[src/rtl/lcd_timing_gen.sv]
// RGB LCD video timing generator: sync/DE strobes, one-cycle-ahead pixel request and coordinates.
// Define TEST_PATTERN_EN to replace pixel_data with eight vertical colour bars.
module lcd_timing_gen #(
  parameter int H_SYNC  = 41,
  parameter int H_BACK  = 2,
  parameter int H_DISP  = 480,
  parameter int H_FRONT = 2,
  parameter int V_SYNC  = 10,
  parameter int V_BACK  = 2,
  parameter int V_DISP  = 272,
  parameter int V_FRONT = 2
) (
  input  logic        clk,
  input  logic        rst_n,
  input  logic        en,
  input  logic [15:0] pixel_data,
  output logic        data_req,
  output logic [10:0] xpos,
  output logic [10:0] ypos,
  output logic        frame_hsync,
  output logic        frame_vsync,
  output logic        frame_de,
  output logic [15:0] frame_rgb,
  output logic        frame_start
);

  localparam int H_TOTAL = H_SYNC + H_BACK + H_DISP + H_FRONT;
  localparam int V_TOTAL = V_SYNC + V_BACK + V_DISP + V_FRONT;
  localparam int HA      = H_SYNC + H_BACK;
  localparam int VA      = V_SYNC + V_BACK;

  localparam logic [10:0] H_LAST     = 11'(H_TOTAL - 1);
  localparam logic [10:0] V_LAST     = 11'(V_TOTAL - 1);
  localparam logic [10:0] H_SYNC_END = 11'(H_SYNC);
  localparam logic [10:0] V_SYNC_END = 11'(V_SYNC);
  localparam logic [10:0] DE_H_BEG   = 11'(HA);
  localparam logic [10:0] DE_H_END   = 11'(HA + H_DISP);
  localparam logic [10:0] REQ_H_BEG  = 11'(HA - 1);
  localparam logic [10:0] REQ_H_END  = 11'(HA + H_DISP - 1);
  localparam logic [10:0] V_ACT_BEG  = 11'(VA);
  localparam logic [10:0] V_ACT_END  = 11'(VA + V_DISP);

  typedef enum logic {IDLE = 1'b0, RUN = 1'b1} state_t;

  state_t      state, state_next;
  logic [10:0] h_cnt, v_cnt;
  logic [10:0] h_next, v_next;
  logic        running, h_de, h_req, v_act;

  always_ff @(posedge clk or negedge rst_n) begin
    if (!rst_n) begin
      state <= IDLE;
      h_cnt <= '0;
      v_cnt <= '0;
    end else begin
      state <= state_next;
      h_cnt <= h_next;
      v_cnt <= v_next;
    end
  end

  // en is only honoured at the frame wrap so a frame is never cut short
  always_comb begin
    state_next = state;
    h_next     = h_cnt;
    v_next     = v_cnt;
    case (state)
      IDLE: begin
        h_next = '0;
        v_next = '0;
        if (en) state_next = RUN;
      end
      RUN: begin
        if (h_cnt == H_LAST) begin
          h_next = '0;
          if (v_cnt == V_LAST) begin
            v_next = '0;
            if (!en) state_next = IDLE;
          end else begin
            v_next = v_cnt + 11'd1;
          end
        end else begin
          h_next = h_cnt + 11'd1;
        end
      end
      default: state_next = IDLE;
    endcase
  end

  // The request window leads the display window by one column so data arrives in time
  always_comb begin
    running     = (state == RUN);
    h_de        = (h_cnt >= DE_H_BEG) && (h_cnt < DE_H_END);
    h_req       = (h_cnt >= REQ_H_BEG) && (h_cnt < REQ_H_END);
    v_act       = (v_cnt >= V_ACT_BEG) && (v_cnt < V_ACT_END);
    frame_hsync = running && (h_cnt < H_SYNC_END);
    frame_vsync = running && (v_cnt < V_SYNC_END);
    frame_de    = running && h_de && v_act;
    data_req    = running && h_req && v_act;
    frame_start = running && (h_cnt == 11'd0) && (v_cnt == 11'd0);
    xpos        = data_req ? (h_cnt - REQ_H_BEG) : 11'd0;
    ypos        = data_req ? (v_cnt - V_ACT_BEG) : 11'd0;
  end

`ifdef TEST_PATTERN_EN
  localparam int BAR_W = H_DISP / 8;

  function automatic logic [15:0] bar_color(input logic [10:0] col);
    logic [10:0] idx;
    idx = col / 11'(BAR_W);
    case (idx)
      11'd0:   return 16'hFFFF;
      11'd1:   return 16'hFFE0;
      11'd2:   return 16'h07FF;
      11'd3:   return 16'h07E0;
      11'd4:   return 16'hF81F;
      11'd5:   return 16'hF800;
      11'd6:   return 16'h001F;
      default: return 16'h0000;
    endcase
  endfunction

  logic unused_pixel;
  assign unused_pixel = ^pixel_data;
  assign frame_rgb    = frame_de ? bar_color(h_cnt - DE_H_BEG) : 16'h0000;
`else
  assign frame_rgb = frame_de ? pixel_data : 16'h0000;
`endif

endmodule

[config.mk]
export PLATFORM = sky130hd
export DESIGN_NAME = lcd_timing_gen
export DESIGN_NICKNAME = d
export VERILOG_FILES = /design/src/rtl/lcd_timing_gen.sv
export SDC_FILE = /design/constraint.sdc
export NUM_CORES = 1
export LEC_CHECK = 0
export CORE_UTILIZATION = 52
export CTS_CLUSTER_DIAMETER = 60
export DETAILED_ROUTE_END_ITERATION = 7
export GPL_TIMING_DRIVEN = 0
export PLACE_DENSITY = 0.91
export SLEW_MARGIN = 5
export SYNTH_ARGS = -nofsm -noshare
export SYNTH_HDL_FRONTEND = slang
export SYNTH_SLANG_ARGS = --single-unit
[constraint.sdc]
create_clock -name clk -period 4.65 [get_ports clk]
set_input_delay 0.93 -clock clk [delete_from_list [all_inputs] [get_ports clk]]
set_output_delay 0.93 -clock clk [all_outputs]
set_load 0.005 [all_outputs]
# After elaboration in Yosys (flattened, before gate mapping)

Cells that the tools add are included.

Register bits: 23
Bits of input ports: 19
Word-level logic and storage cells: 44

Add/subtract/negate cells: 4
Bitwise gates (word level): 1
Reductions and logical operators: 13
Magnitude comparators: 8
Mux-type cells: 12
Equal/unequal tests: 3

Operators with widths:

| kind                                                                                 | number |
|---|---|
| 11-bit two-way mux                                                                   | 5 |
| 11-bit one-hot mux with 2 select lines                                               | 2 |
| 11-bit by 1-bit adder with 11-bit output, second input constant                      | 2 |
| 11-bit by 6-bit greater-or-equal comparator with 1-bit output, second input constant | 2 |
| 11-bit logical NOT                                                                   | 2 |
| 11-bit by 10-bit less-than comparator with 1-bit output, second input constant       | 2 |
| 16-bit two-way mux                                                                   | 1 |
| 11-bit by 10-bit == test with 1-bit output, second input constant                    | 1 |
| 11-bit by 9-bit == test with 1-bit output, second input constant                     | 1 |
| 11-bit by 4-bit greater-or-equal comparator with 1-bit output, second input constant | 1 |
| 1-bit logical AND                                                                    | 11 |
| 11-bit by 4-bit less-than comparator with 1-bit output, second input constant        | 1 |
| 11-bit by 6-bit less-than comparator with 1-bit output, second input constant        | 1 |
| 11-bit by 9-bit less-than comparator with 1-bit output, second input constant        | 1 |
| 11-bit by 4-bit subtractor with 11-bit output, second input constant                 | 1 |
| 11-bit by 6-bit subtractor with 11-bit output, second input constant                 | 1 |
| 1-bit two-way mux                                                                    | 3 |
| 2-bit by 1-bit != test with 1-bit output, second input constant                      | 1 |
| 1-bit one-hot mux with 2 select lines                                                | 1 |
| 1-bit NOT                                                                            | 1 |

# Longest topological paths before layout

Word-level depth: 5
Mapped depth: 7
Gate-level depth less buffers: 6

# Least setup slack after synthesis

Ideal clock, no wire load.

Path type: register to output
Start: reg v_cnt[3]
End: out xpos[3]
Setup slack: 1.722 ns
Arrival time: 1.998 ns
Cell stages (with the launch flop): 8
Buffers on the path: 2
Path through: dfrtp_1 > ha_1 > buf_4 > or3b_2 > nor3_2 > o2111ai_4 > buf_6 > nor4_1

Word-level cells in the longest chain between the ends: 4
Elaborated cells between the ends (all ways): 5

RTL lines:

| what                                                                                                                                           | RTL line | RTL |
|---|---|---|
| from (decl)                                                                                                                                    | 46       | `logic [10:0] h_cnt, v_cnt;` |
| from (signal assigned)                                                                                                                         | 58       | `v_cnt <= v_next;` |
| 11-bit by 4-bit greater-or-equal comparator with 1-bit output / 11-bit by 9-bit less-than comparator with 1-bit output (equally long branches) | 95       | `v_act = (v_cnt >= V_ACT_BEG) && (v_cnt < V_ACT_END);` |
| 1-bit logical AND (*)                                                                                                                          | 95       |  |
| 1-bit logical AND (*)                                                                                                                          | 99       | `data_req = running && h_req && v_act;` |
| 11-bit two-way mux (*)                                                                                                                         | 101      | `xpos = data_req ? (h_cnt - REQ_H_BEG) : 11'd0;` |
| to (decl)                                                                                                                                      | 18       | `output logic [10:0] xpos,` |

Mark *: on every way between the ends. The rest lies on a longest branch, timed or not.

# Worst setup path after layout

Start: reg v_cnt[2]
End: out xpos[3]

The elaborated chain is that of the path after synthesis.

==> results.py <==
metrics = {
    "logic_synthesis": {
        "syn_inst": 272,
        "synth.most_common_cell": "nor3_1",
        "ys_top_cells_by_count": "nor3_1 (40), inv_1 (26), dfrtp_1 (23)",
        "synth-seq-cells": 23,
        "ys_top_cells_by_area": "dfrtp_1 (27%), nor3_1 (9.3%), ha_1 (6.4%), inv_1 (4.5%), or3_1 (3.8%)",
        "yosysUniqueCellTypes": 50,
        "async_reset_ff_share_pct": 100,
        "yosys_warnings": 0,
        "avgSynthCellArea_um2": 7.89,
        "yosysTopAreaCellShare_pct": 26.8,
        "synth_area_um2": 2150,
        "synthFlopType": "dfrtp_1",
        "syn_nets": 302,
        "synth_edf_count": 0,
        "yosysSeqAreaShare_pct": 26.8,
        "synth_top_cell_by_area": "dfrtp_1",
    },
    "routing": {
        "vias": 2240,
        "dr.pass1.iters": 4,
        "drcViolationCount": 0,
        "wl_per_cell_um": 15.1,
        "avgViaCountPerCell": 5.82,
        "ant_nets": 0,
        "postRouteWirelength_um": 5800,
        "drtIter0Drc": 95,
    },
    "clock_network": {
        "worstSkewPairLatency_ns": 0.27,
        "clk_pin_slew_ns": 0.09,
        "htree_levels": 1,
        "ctsRootBufferMaster": "clkbuf_8",
        "post_cts_buffers": 0,
        "clock_sinks": 23,
        "cts_tree": "yes",
        "cts_resized": 0,
        "cts.path.max_buffers": 2,
        "cts_hold_buf": 0,
        "cts-buffers-inserted": 3,
    },
    "outcome": {
        "status": "finished, final reports clean",
    },
    "timing": {
        "fmax_ghz": 0.248,
        "setup_viol": 0,
        "min_period_over_period_pct": 86.6,
        "fin_crit_ns": 4.03,
        "hold_viol": 0,
        "clock_skew_ns": 0.00855,
        "tns_ns": 0,
        "tightest_slew_ns": 1.08,
        "slew_headroom_pct": 27.9,
        "rsz0062_at_grt": "no",
        "drv_slew": 0,
    },
    "global_routing": {
        "antenna_found_initial": 0,
        "grt_pass1_vias": 2011,
        "grt_max_degree": 24,
        "track_usage_pct": 27.3,
        "grt_pass1_wl_um": 9170,
        "grt_overflow": 0,
    },
    "power_and_ir_drop": {
        "p_leak_nw": 1.14,
        "irDropWorstVdd_v": 0.000177,
        "p_per_area_nw_per_um2": 122,
    },
    "worst_setup_path": {
        "max_stage_delay_ns": 0.57,
        "cp_top_family": "simple AND/OR/NAND/NOR gates",
        "critPathCaptureType": "primary output",
        "worstSetupPathType": "flop to primary output",
        "crit_chain": "ha_1, buf_4, or3b_2, nor3_2, o2111ai_4, buf_6, nor4_1, clkdlybuf4s50_1",
        "worstPathRequired_ns": 3.72,
        "startpoint_type": "flop",
        "cp.arrival_ns": 3.10,
        "cpMaxStageDelayCell": "clkdlybuf4s50_1",
        "path_max_fanout": 10,
        "critical_path_buf_inv_count": 3,
    },
    "floorplan": {
        "core_area_um2": 3800,
        "die_x_um": 66.3,
        "die_area_um2": 4390,
        "core.rowCount": 22,
        "start_util_pct": 56.5,
        "io_pins": 62,
        "die_h_um": 66.3,
    },
    "placed_design": {
        "gp_congestion": 0.908,
        "hpwl_um": 4370,
        "io_buffer_count": 61,
    },
    "hold_path": {
        "hp-class": "flop to flop",
    },
    "job": {
        "max-cap-violations": 0,
    },
    "layout": {
        "multi_input_area_um2": 1340,
        "fillers": 296,
        "register_area_um2": 576,
        "antenna_cells": 0,
        "drive_gt1_share_pct": 10.1,
        "final_core_util_pct": 75.4,
        "area_delta_synth_final_pct": 33.4,
        "final_nets": 368,
    },
}
-- report_power, final --
part           internal [W]  switching, W
sequential         0.000200             0
combinational     0.0000142    0.00000798
clock             0.0000599     0.0000667
-- cell type report --
type                            instances  area share (%)
Buffer                                 22            4.67
Clock buffer                            3            1.44
Clock inverter                          1           0.175
Inverter                               26            3.41
Multi-Input combinational cell        201            46.8
Sequential cell                        23            20.1
Tap cell                               48            2.10
Timing Repair Buffer                   61            21.3
-- cell families (layout without fill, tap and decap cells) --
| family | Yosys count | count (layout) | synth area share, % |
|---|---|---|---|
| multiplexers | 1 | 1 | 0.524 |
| AO/OA/AOI/OAI | 50 | 50 | 16.4 |
| XOR/XNOR | 15 | 15 | 6.12 |
| flip-flops | 23 | 23 | 26.8 |
| AND/OR/NAND/NOR | 124 | 124 | 32.9 |
| adder cells (fa/ha/maj) | 11 | 11 | 6.41 |
| buffers and inverters | 48 | 113 | 10.8 |
-- final timing paths --
kind	from	end	slack [ns]	cells after the start
max in group asynchronous	rst_n	v_cnt[10]$_DFFE_PN0P_	2.76	1
hold reg to reg	h_cnt[0]$_DFF_PN0_	h_cnt[0]$_DFF_PN0_	0.61	1
setup reg to reg	h_cnt[0]$_DFF_PN0_	v_cnt[6]$_DFFE_PN0P_	2.21	7
min in group asynchronous	rst_n	h_cnt[8]$_DFF_PN0_	1.24	1
setup / recovery	v_cnt[2]$_DFFE_PN0P_	xpos[3]	0.62	8
hold / removal	h_cnt[0]$_DFF_PN0_	h_cnt[0]$_DFF_PN0_	0.61	1
-- layer usage --
metal	wire length, µm	track usage [%]	share of wire (%)
met1	2400	34.0	41
met2	2770	48.1	48
met3	559	3.97	9.6
met4	61	8.51	1.1
met5	0	0	0
-- through the flow --
stage / setup WS [ns] / area (µm²) / cells / hold WS [ns] / power, W
finish: 0.623 / 2860 / 385 / 0.609 / 0.000349
global route: 0.464 / 2860 / 385 / 0.644 / 0.000360
CTS: 0.650 / 2860 / 385 / 0.601 / 0.000350
detailed placement: 0.982 / 2820 / 381 / 0.582 / 0.000226
global placement: 0.999 / 2820 / 381 / 0.566 / 0.000226
floorplan: 1.72 / 2150 / 272 / 0.516 / 0.000207
-- sequential cells by signal, summed over array words and instances (netlist names) --
| name | count |
|---|---|
| h_cnt | 11 |
| v_cnt | 11 |
| running | 1 |
-- cells in the final DEF, fill, tap and decap left out, types with 8 or more instances in the layout --
cell type | synthesis | final
a21oi_1 | 14 | 14
clkbuf_1 | 9 | 9
clkdlybuf4s50_1 | 0 | 61
dfrtp_1 | 23 | 23
ha_1 | 11 | 11
inv_1 | 26 | 26
nand2_1 | 13 | 13
nor2_1 | 13 | 13
nor3_1 | 40 | 40
o21ai_0 | 10 | 10
or3_1 | 13 | 13
xnor2_1 | 8 | 8
-- worst register-to-register path: cells and delay by family (launching register included) --
kind	cells	cell delay [ns]
flip-flops	1	0.49
buffers and inverters	2	0.50
AO/OA/AOI/OAI	3	0.88
adder cells (fa/ha/maj)	1	0.24
AND/OR/NAND/NOR	1	0.24
No activity file was read; power rests on OpenSTA's default activity.
